==> src/rtl/alu_pkg.sv <==
// Shared definitions for the ALU sharing controller: controller state encoding,
// ALU op codes and default sizing.
package alu_pkg;

    localparam int ALU_WIDTH_DEF   = 8;
    localparam int ALU_TIMEOUT_DEF = 31;
    localparam int WD_BITS         = 8;

    localparam logic [1:0] ST_IDLE_ENC  = 2'd0;
    localparam logic [1:0] ST_ISSUE_ENC = 2'd1;
    localparam logic [1:0] ST_WAIT_ENC  = 2'd2;
    localparam logic [1:0] ST_DONE_ENC  = 2'd3;

    typedef enum logic [1:0] {
        ST_IDLE  = ST_IDLE_ENC,
        ST_ISSUE = ST_ISSUE_ENC,
        ST_WAIT  = ST_WAIT_ENC,
        ST_DONE  = ST_DONE_ENC
    } state_t;

    localparam logic [1:0] OP_ADD = 2'b00;
    localparam logic [1:0] OP_SUB = 2'b01;
    localparam logic [1:0] OP_MUL = 2'b10;
    localparam logic [1:0] OP_DIV = 2'b11;

endpackage

==> src/rtl/rr_arbiter2.sv <==
// Two-way round-robin arbiter: combinational winner selection with a registered
// priority pointer that moves away from the requester just served.
module rr_arbiter2 (
    input  logic clk,
    input  logic rst,
    input  logic req0,
    input  logic req1,
    input  logic upd,
    input  logic served,
    output logic any_req,
    output logic winner
);

    logic ptr_q;
    logic ptr_d;

    // A lone requester always wins; the pointer only breaks ties.
    always_comb begin
        any_req = req0 | req1;
        if (req0 && req1) begin
            winner = ptr_q;
        end else if (req1) begin
            winner = 1'b1;
        end else begin
            winner = 1'b0;
        end
    end

    // Next pointer: hand priority to the other requester after each service.
    always_comb begin
        if (upd) begin
            ptr_d = ~served;
        end else begin
            ptr_d = ptr_q;
        end
    end

    // Pointer register.
    always_ff @(posedge clk) begin
        if (rst) begin
            ptr_q <= 1'b0;
        end else begin
            ptr_q <= ptr_d;
        end
    end

endmodule

==> src/rtl/alu_share_ctrl.sv <==
// Shares one multi-cycle ALU between two requesters: arbitrates, captures operands,
// issues a start pulse, waits for finish under a watchdog and returns the result.
module alu_share_ctrl
    import alu_pkg::*;
#(
    parameter int WIDTH   = ALU_WIDTH_DEF,
    parameter int TIMEOUT = ALU_TIMEOUT_DEF
) (
    input  logic                 clk,
    input  logic                 rst,
    input  logic                 req0,
    input  logic                 req1,
    input  logic [1:0]           op0,
    input  logic [1:0]           op1,
    input  logic [WIDTH-1:0]     x0,
    input  logic [WIDTH-1:0]     y0,
    input  logic [WIDTH-1:0]     x1,
    input  logic [WIDTH-1:0]     y1,
    output logic                 gnt0,
    output logic                 gnt1,
    output logic                 done0,
    output logic                 done1,
    output logic [2*WIDTH-1:0]   result,
    output logic                 err,
    output logic                 alu_start,
    output logic [1:0]           alu_s,
    output logic [WIDTH-1:0]     alu_x,
    output logic [WIDTH-1:0]     alu_y,
    input  logic                 alu_finish,
    input  logic [2*WIDTH-1:0]   alu_result
);

    localparam logic [WD_BITS-1:0] WD_LIMIT = WD_BITS'(TIMEOUT);

    state_t               state_q, state_d;
    logic                 win_q, win_d;
    logic [WD_BITS-1:0]   wd_q, wd_d;
    logic                 gnt0_q, gnt0_d, gnt1_q, gnt1_d;
    logic                 done0_q, done0_d, done1_q, done1_d;
    logic [2*WIDTH-1:0]   result_q, result_d;
    logic                 err_q, err_d;
    logic                 alu_start_q, alu_start_d;
    logic [1:0]           alu_s_q, alu_s_d;
    logic [WIDTH-1:0]     alu_x_q, alu_x_d, alu_y_q, alu_y_d;
    logic                 arb_any_s, arb_win_s, arb_upd_s;

    rr_arbiter2 u_arb (
        .clk     (clk),
        .rst     (rst),
        .req0    (req0),
        .req1    (req1),
        .upd     (arb_upd_s),
        .served  (win_q),
        .any_req (arb_any_s),
        .winner  (arb_win_s)
    );

    // Sequencing: next state, watchdog, capture registers and output pulses.
    always_comb begin
        state_d     = state_q;
        win_d       = win_q;
        wd_d        = wd_q;
        gnt0_d      = 1'b0;
        gnt1_d      = 1'b0;
        done0_d     = 1'b0;
        done1_d     = 1'b0;
        alu_start_d = 1'b0;
        alu_s_d     = alu_s_q;
        alu_x_d     = alu_x_q;
        alu_y_d     = alu_y_q;
        result_d    = result_q;
        err_d       = err_q;
        arb_upd_s   = 1'b0;
        case (state_q)
            ST_IDLE: begin
                if (arb_any_s) begin
                    win_d       = arb_win_s;
                    alu_s_d     = arb_win_s ? op1 : op0;
                    alu_x_d     = arb_win_s ? x1 : x0;
                    alu_y_d     = arb_win_s ? y1 : y0;
                    gnt0_d      = ~arb_win_s;
                    gnt1_d      = arb_win_s;
                    alu_start_d = 1'b1;
                    state_d     = ST_ISSUE;
                end else begin
                    state_d = ST_IDLE;
                end
            end
            ST_ISSUE: begin
                wd_d    = {WD_BITS{1'b0}};
                state_d = ST_WAIT;
            end
            ST_WAIT: begin
                // A finish on the terminal watchdog cycle still counts as success.
                if (alu_finish) begin
                    result_d = alu_result;
                    err_d    = 1'b0;
                    done0_d  = ~win_q;
                    done1_d  = win_q;
                    state_d  = ST_DONE;
                end else if (wd_q == WD_LIMIT) begin
                    result_d = {(2*WIDTH){1'b0}};
                    err_d    = 1'b1;
                    done0_d  = ~win_q;
                    done1_d  = win_q;
                    state_d  = ST_DONE;
                end else begin
                    wd_d = wd_q + 8'd1;
                end
            end
            ST_DONE: begin
                arb_upd_s = 1'b1;
                state_d   = ST_IDLE;
            end
            default: begin
                state_d = ST_IDLE;
            end
        endcase
    end

    // State and output registers.
    always_ff @(posedge clk) begin
        if (rst) begin
            state_q     <= ST_IDLE;
            win_q       <= 1'b0;
            wd_q        <= {WD_BITS{1'b0}};
            gnt0_q      <= 1'b0;
            gnt1_q      <= 1'b0;
            done0_q     <= 1'b0;
            done1_q     <= 1'b0;
            alu_start_q <= 1'b0;
            alu_s_q     <= 2'b00;
            alu_x_q     <= {WIDTH{1'b0}};
            alu_y_q     <= {WIDTH{1'b0}};
            result_q    <= {(2*WIDTH){1'b0}};
            err_q       <= 1'b0;
        end else begin
            state_q     <= state_d;
            win_q       <= win_d;
            wd_q        <= wd_d;
            gnt0_q      <= gnt0_d;
            gnt1_q      <= gnt1_d;
            done0_q     <= done0_d;
            done1_q     <= done1_d;
            alu_start_q <= alu_start_d;
            alu_s_q     <= alu_s_d;
            alu_x_q     <= alu_x_d;
            alu_y_q     <= alu_y_d;
            result_q    <= result_d;
            err_q       <= err_d;
        end
    end

    assign gnt0      = gnt0_q;
    assign gnt1      = gnt1_q;
    assign done0     = done0_q;
    assign done1     = done1_q;
    assign result    = result_q;
    assign err       = err_q;
    assign alu_start = alu_start_q;
    assign alu_s     = alu_s_q;
    assign alu_x     = alu_x_q;
    assign alu_y     = alu_y_q;

endmodule

==> config.mk <==
export PLATFORM = sky130hd
export DESIGN_NAME = alu_share_ctrl
export DESIGN_NICKNAME = d
export VERILOG_FILES = /design/src/rtl/alu_pkg.sv /design/src/rtl/rr_arbiter2.sv /design/src/rtl/alu_share_ctrl.sv
export SDC_FILE = /design/constraint.sdc
export NUM_CORES = 1
export LEC_CHECK = 0
export CAP_MARGIN = 25
export CORE_UTILIZATION = 25
export DETAILED_ROUTE_END_ITERATION = 8
export PLACE_DENSITY = 0.54
export SYNTH_ARGS = -nofsm -noshare
export SYNTH_HDL_FRONTEND = slang
export SYNTH_SLANG_ARGS = --single-unit
==> constraint.sdc <==
create_clock -name clk -period 2.33 [get_ports clk]
set_clock_uncertainty 0.2 [all_clocks]
set_input_delay 0.466 -clock clk [delete_from_list [all_inputs] [get_ports clk]]
set_output_delay 0.466 -clock clk [all_outputs]
set_load 0.01 [all_outputs]
# Yosys cells after proc, flatten, opt, wreduce, memory -nomap -nowiden
# Cells that the tools add are included.
# word_totals
ff_bits	52
inputBits	57
output_inout_bits	40
elab_cells	60
# op_classes
n_addsub	1
n_eq_ne	7
n_mux	22
bitwise_logic	6
n_reduce_logical	10
# op_table
operator	n
two-way mux 16 bit	2
two-way mux 8 bit	4
case mux 8 bit (2 select lines)	1
two-way mux 1 bit	11
adder 8 x 1 -> 8 bit (second input constant)	1
equality test 8 x 5 -> 1 bit (second input constant)	1
case mux 2 bit (4 select lines)	1
two-way mux 2 bit	3
NOT 1 bit	5
equality test 2 bit (second input constant)	2
inequality test 2 bit (second input constant)	2
AND reduction 2 bit	2
nonzero test 2 bit	2
OR reduction 2 bit	2
inequality test 3 bit (second input constant)	1
AND reduction 3 bit	1
OR reduction 3 bit	1
equality test 2 x 1 -> 1 bit (second input constant)	1
zero test 2 bit	1
logical AND 1 bit	1
OR 1 bit	1

# Depth between registers and ports, before layout
# depth
depth_word	4
depth_mapped	8
mapped_depth_nobuf	6

# Hierarchy
# Synthesis repeated with hierarchy kept, for this count alone.
# hier_totals
cells_unflattened	211
hier_area_um2	2175.8
# by_module_without_submodules
module	n_inst	cells_each	area_per_inst_um2	seq_area_each_um2
alu_share_ctrl	1	205	2122.0	1021.0
rr_arbiter2	1	6	53.8	20.0

# Worst setup path before layout
# No wires, ideal clock.
# synth_timing
path_type	register to register
startpoint	register state_q[0]
endpoint	register wd_q[7]
setup_time_ns	0.074
arrival_ns	1.600
required_ns	2.056
slack_ns	0.456
stages_incl_launch_ff	8
path_buffers	1
synth_period_minus_slack_ns	1.874
path_cell_list	dfxtp_1 inv_1 ha_1 clkbuf_2 and2b_1 o21ai_4 or3_2 a31oi_1
# synth_via
elab_chain_len	3
elab_cells_between_ends	7
cone_classes	4 x eq/ne; 1 x mux; 2 x reduce/logical
# synth_rtl
element	line_no	text
from (decl)	alu_share_ctrl.sv:35	state_t state_q, state_d;
from (signal assigned)	alu_share_ctrl.sv:138	state_q <= state_d;
equality test 2 bit / equality test 2 x 1 -> 1 bit (equally long branches)	alu_share_ctrl.sv:74	case (state_q)
inequality test 2 bit (no line) / nonzero test 2 bit (equally long branches)	n/a	
AND reduction 3 bit (no line)	n/a	
to (signal assigned)	alu_share_ctrl.sv:126	wd_q <= {WD_BITS{1'b0}};
to (signal assigned)	alu_share_ctrl.sv:140	wd_q <= wd_d;
to (decl)	alu_share_ctrl.sv:37	logic [WD_BITS-1:0] wd_q, wd_d;
# Parallel ways exist; a longest one is shown, timed or not.
# A chain may end at the register's enable or synchronous reset.

# Worst setup path after layout
# layout_timing
startpoint	register wd_q[0]
endpoint	register result_q[2], in the netlist result[2]
# layout_via
elab_chain_len	3
# layout_rtl
element	line_no	text
equality test 8 x 5 -> 1 bit	alu_share_ctrl.sv:101	end else if (wd_q == WD_LIMIT) begin
nonzero test 2 bit (no line)	n/a	
AND reduction 2 bit (no line)	n/a	
to (signal assigned)	alu_share_ctrl.sv:135	result_q <= {(2*WIDTH){1'b0}};
to (signal assigned)	alu_share_ctrl.sv:149	result_q <= result_d;
to (decl)	alu_share_ctrl.sv:40	logic [2*WIDTH-1:0] result_q, result_d;
# Every way passes these cells.

==> results.rst <==
.. list-table::
   :header-rows: 1

   * - Metric
     - Value
   * - Result of the run
     - finished, final reports clean
   * - Instance count of the mapped netlist
     - 209
   * - Wire length of the first global-routing pass
     - 8.18 mm
   * - Min-Delay Endpoint
     - done1$_SDFF_PP0_
   * - Synth async-reset ratio
     - 0
   * - Number of antenna violations at the first check in global routing
     - 0
   * - Synth-to-layout area growth
     - 54.9%
   * - Mean number of vias per cell
     - ~4.5
   * - Die Y
     - approximately 94 µm
   * - Layer with the highest usage after global routing
     - met2
   * - Start of the worst register-to-register path
     - wd_q[0]$_SDFFE_PP0P_
   * - Number of synthesized register bits
     - 52
   * - Cell area after layout
     - between 3000 and 4000 µm²
   * - Endpoint required time on the critical path
     - 2.38 ns
   * - Relative max-transition margin
     - 0.511
   * - Setup violators final
     - 0
   * - Max VDD drop
     - a little under 0.3 mV
   * - Mean instance size in the synthesized netlist
     - 10.2 µm²
   * - Antenna diode count
     - 0
   * - Max cap viols
     - 0
   * - Number of enable flip-flop cells after synthesis
     - 0
   * - Type of origin of the critical path
     - flop
   * - Port Buffers
     - 96
   * - Total design power
     - 2780 µW
   * - Floorplan die area
     - 8920 µm²
   * - Main flop type after synthesis
     - sky130_fd_sc_hd__dfxtp_1
   * - Post-detail-place hpwl
     - between 3 and 4 mm
   * - Type of the tightest min-delay check
     - reg -> reg
   * - Row count
     - 33
   * - Gates resized, CTS repair
     - 0
   * - Clk_lat worst skew
     - 0.30 ns
   * - I/O pin count
     - 97
   * - Clock tree from TritonCTS
     - built
   * - Post-synthesis cell type count
     - 39
   * - Crit-path max FO
     - 16
   * - Reg2reg setup slack
     - 0.29 ns
   * - Placer Congestion
     - 0.715
   * - Global routing usage on met3
     - 0.0475
   * - Synth Net Count
     - 271
   * - GR Util met2
     - 0.178
   * - Cts-stage hold buffer count
     - 0
   * - Worst reg-to-reg path cell count
     - 5
   * - Most common library cell in the layout ignoring fill and taps
     - sky130_fd_sc_hd__clkdlybuf4s50_1
   * - Minimum clock period after layout
     - 2.04 ns
   * - Nets
     - 367
   * - Cell area after synthesis
     - 2140 µm²
   * - Vias
     - 1847
   * - Number of DRC violations after detailed-routing iteration 0
     - 49
   * - Final Slew Violations
     - 0
   * - Highest attainable clock frequency
     - 0.491 GHz
   * - Die boundary width
     - about 94 µm
   * - Total Neg Setup Slack
     - 0 ns
   * - Ratio of cells with drive above 1 in the final layout
     - 0.0784
   * - Power per cell area
     - 841 nW/µm²
   * - Dpl ws
     - 0.0809 ns
   * - Level count of the clock H-tree
     - 2
   * - Number of endpoints with negative hold slack in the final report
     - 0
   * - Worst EP arrival
     - 2.09 ns
   * - Core outline area
     - 8260 µm²
   * - Number of global-route vias before repair
     - 1740
   * - Reg2Reg Capture Point
     - result[2]$_SDFFE_PP0P_
   * - Post-CTS setup-driven buffer insertion count
     - 0
   * - Element type at the critical path end
     - flop
   * - CTS Sinks
     - 52
   * - Leading cell types in the layout, fill and taps excluded
     - sky130_fd_sc_hd__clkdlybuf4s50_1 (96), sky130_fd_sc_hd__dfxtp_1 (52), sky130_fd_sc_hd__nor2_1 (25), sky130_fd_sc_hd__mux2i_1 (20), sky130_fd_sc_hd__a211oi_1 (19)
   * - Root buffer cell
     - sky130_fd_sc_hd__clkbuf_8
   * - Category of the critical setup timing path
     - reg -> reg
   * - DRC violation count after routing
     - 0
   * - Hold_sp
     - win_q$_SDFFE_PP0P_
   * - Sequential fraction of the synthesis area
     - 0.487
   * - Initial Utilization
     - 0.259
   * - Static Leakage
     - approximately 0.0013 µW
   * - Worst hold stages
     - 1
   * - Average wire length per cell after detail routing
     - 12.5 µm
   * - Overall Global Routing Usage
     - 0.118
   * - Yosys warnings
     - 0
   * - Bufs on Longest Clock Path
     - 2
   * - Detailed-route wire length
     - 5.15 mm
   * - Remaining global-route overflow
     - 0
   * - Global-route met1 utilization
     - 0.148
   * - Slew at the pin with the worst max-slew slack
     - 0.733 ns
   * - Worst path setup slack after routing
     - 0.292 ns
   * - Placed instance area
     - roughly 3200 µm²
   * - Hold slack final
     - ~0.28 ns
   * - RSZ-0062 raised after global routing
     - no
   * - Post-DRT Antenna Nets
     - 0
   * - CTS Buf Count
     - 5
   * - First-pass iteration count of the detailed router
     - 4
   * - Worst-path clk slew
     - 0.10 ns
   * - Final clock period utilization by the worst path
     - 0.875
   * - Pin count of the biggest net entering global routing
     - 33
==> where the power goes <==
| part | internal [µW] | switching [µW] |
|---|---|---|
| Clock | 216 | 310 |
| Combinational | 581 | 511 |
| Sequential | 1070 | 95.5 |
==> flip-flops by register name, summed over array words and instances (netlist names), 2 cells and up <==
signal / count
state_q: 2
alu_y: 8
result: 16
wd_q: 8
alu_s: 2
alu_x: 8
==> worst max-delay path, stage by stage (launching register included) <==
cell and delay, ns:
sky130_fd_sc_hd__dfxtp_1 0.35, sky130_fd_sc_hd__ha_1 0.24, sky130_fd_sc_hd__nand3_1 0.28, sky130_fd_sc_hd__o21bai_4 0.09, sky130_fd_sc_hd__a21oi_2 0.58, sky130_fd_sc_hd__a22o_1 0.23
==> metal layers <==
layer,wire length [µm],up-vias,part of all wire
li1,-,966,-
met1,2400,804,0.47
met2,2230,73,0.43
met3,462,4,0.090
met4,59,0,0.011
met5,0,-,0
==> kinds of logic after synthesis <==
family	Yosys count	share of synthesized area
AND/OR/NAND/NOR	55	0.131
adder cells (fa/ha/maj)	5	0.0293
buffers and inverters	21	0.0468
AO/OA/AOI/OAI	54	0.203
flip-flops	52	0.487
multiplexers	21	0.0989
XOR/XNOR	1	0.00410
==> area by class of cell <==
| class | count | area (µm²) |
|---|---|---|
| fillers | 856 | 4950 |
| flip-flops and latches | 52 | 1040 |
| repair buffers | 105 | 1030 |
| multi-input cells | 136 | 1000 |
| well taps | 105 | 131 |
| clock buffers | 5 | 68.8 |
| clock inverters | 3 | 22.5 |
| inverters | 5 | 18.8 |
==> Yosys cell counts, types with 2 or more instances <==
library cell	number	area, µm²
sky130_fd_sc_hd__and3_1	2	12.5
sky130_fd_sc_hd__buf_6	2	22.5
sky130_fd_sc_hd__nand2b_1	3	18.8
sky130_fd_sc_hd__mux2i_1	20	200
sky130_fd_sc_hd__and4_1	3	26.3
sky130_fd_sc_hd__a31oi_1	3	18.8
sky130_fd_sc_hd__ha_1	5	62.6
sky130_fd_sc_hd__or3_1	2	12.5
sky130_fd_sc_hd__inv_1	5	18.8
sky130_fd_sc_hd__dfxtp_1	52	1040
sky130_fd_sc_hd__o21ai_0	2	10.0
sky130_fd_sc_hd__a211oi_1	19	143
sky130_fd_sc_hd__nor3_1	3	15.0
sky130_fd_sc_hd__clkbuf_1	9	33.8
sky130_fd_sc_hd__nand3_1	9	45.0
sky130_fd_sc_hd__nor2_1	25	93.8
sky130_fd_sc_hd__buf_2	4	20.0
sky130_fd_sc_hd__a22o_1	16	140
sky130_fd_sc_hd__nand2_1	2	7.51
sky130_fd_sc_hd__nand4_1	2	12.5
sky130_fd_sc_hd__a21oi_1	3	15.0
==> per-stage QoR <==
step / utilization / std cells
global placement: 0.390 / 403
detailed placement: 0.390 / 403
floorplan: - / 209
global route: 0.401 / 411
CTS: 0.401 / 411
finish: 0.401 / 411
==> worst max path at each step <==
stage | from | to | cells past startpoint | slack (ns)
after global placement | alu_finish | wd_q[7]$_SDFFE_PP0P_ | 5 | 0.15
after CTS | wd_q[0]$_SDFFE_PP0P_ | result[2]$_SDFFE_PP0P_ | 5 | 0.29
after global routing | wd_q[0]$_SDFFE_PP0P_ | result[5]$_SDFFE_PP0P_ | 5 | 0.18
final | wd_q[0]$_SDFFE_PP0P_ | result[2]$_SDFFE_PP0P_ | 5 | 0.29
after floorplan | state_q[0]$_SDFFE_PP0P_ | wd_q[7]$_SDFFE_PP0P_ | 7 | 0.46
after detailed placement | alu_finish | result[2]$_SDFFE_PP0P_ | 4 | 0.08
Note: power is estimated with default switching activity, not from simulation.
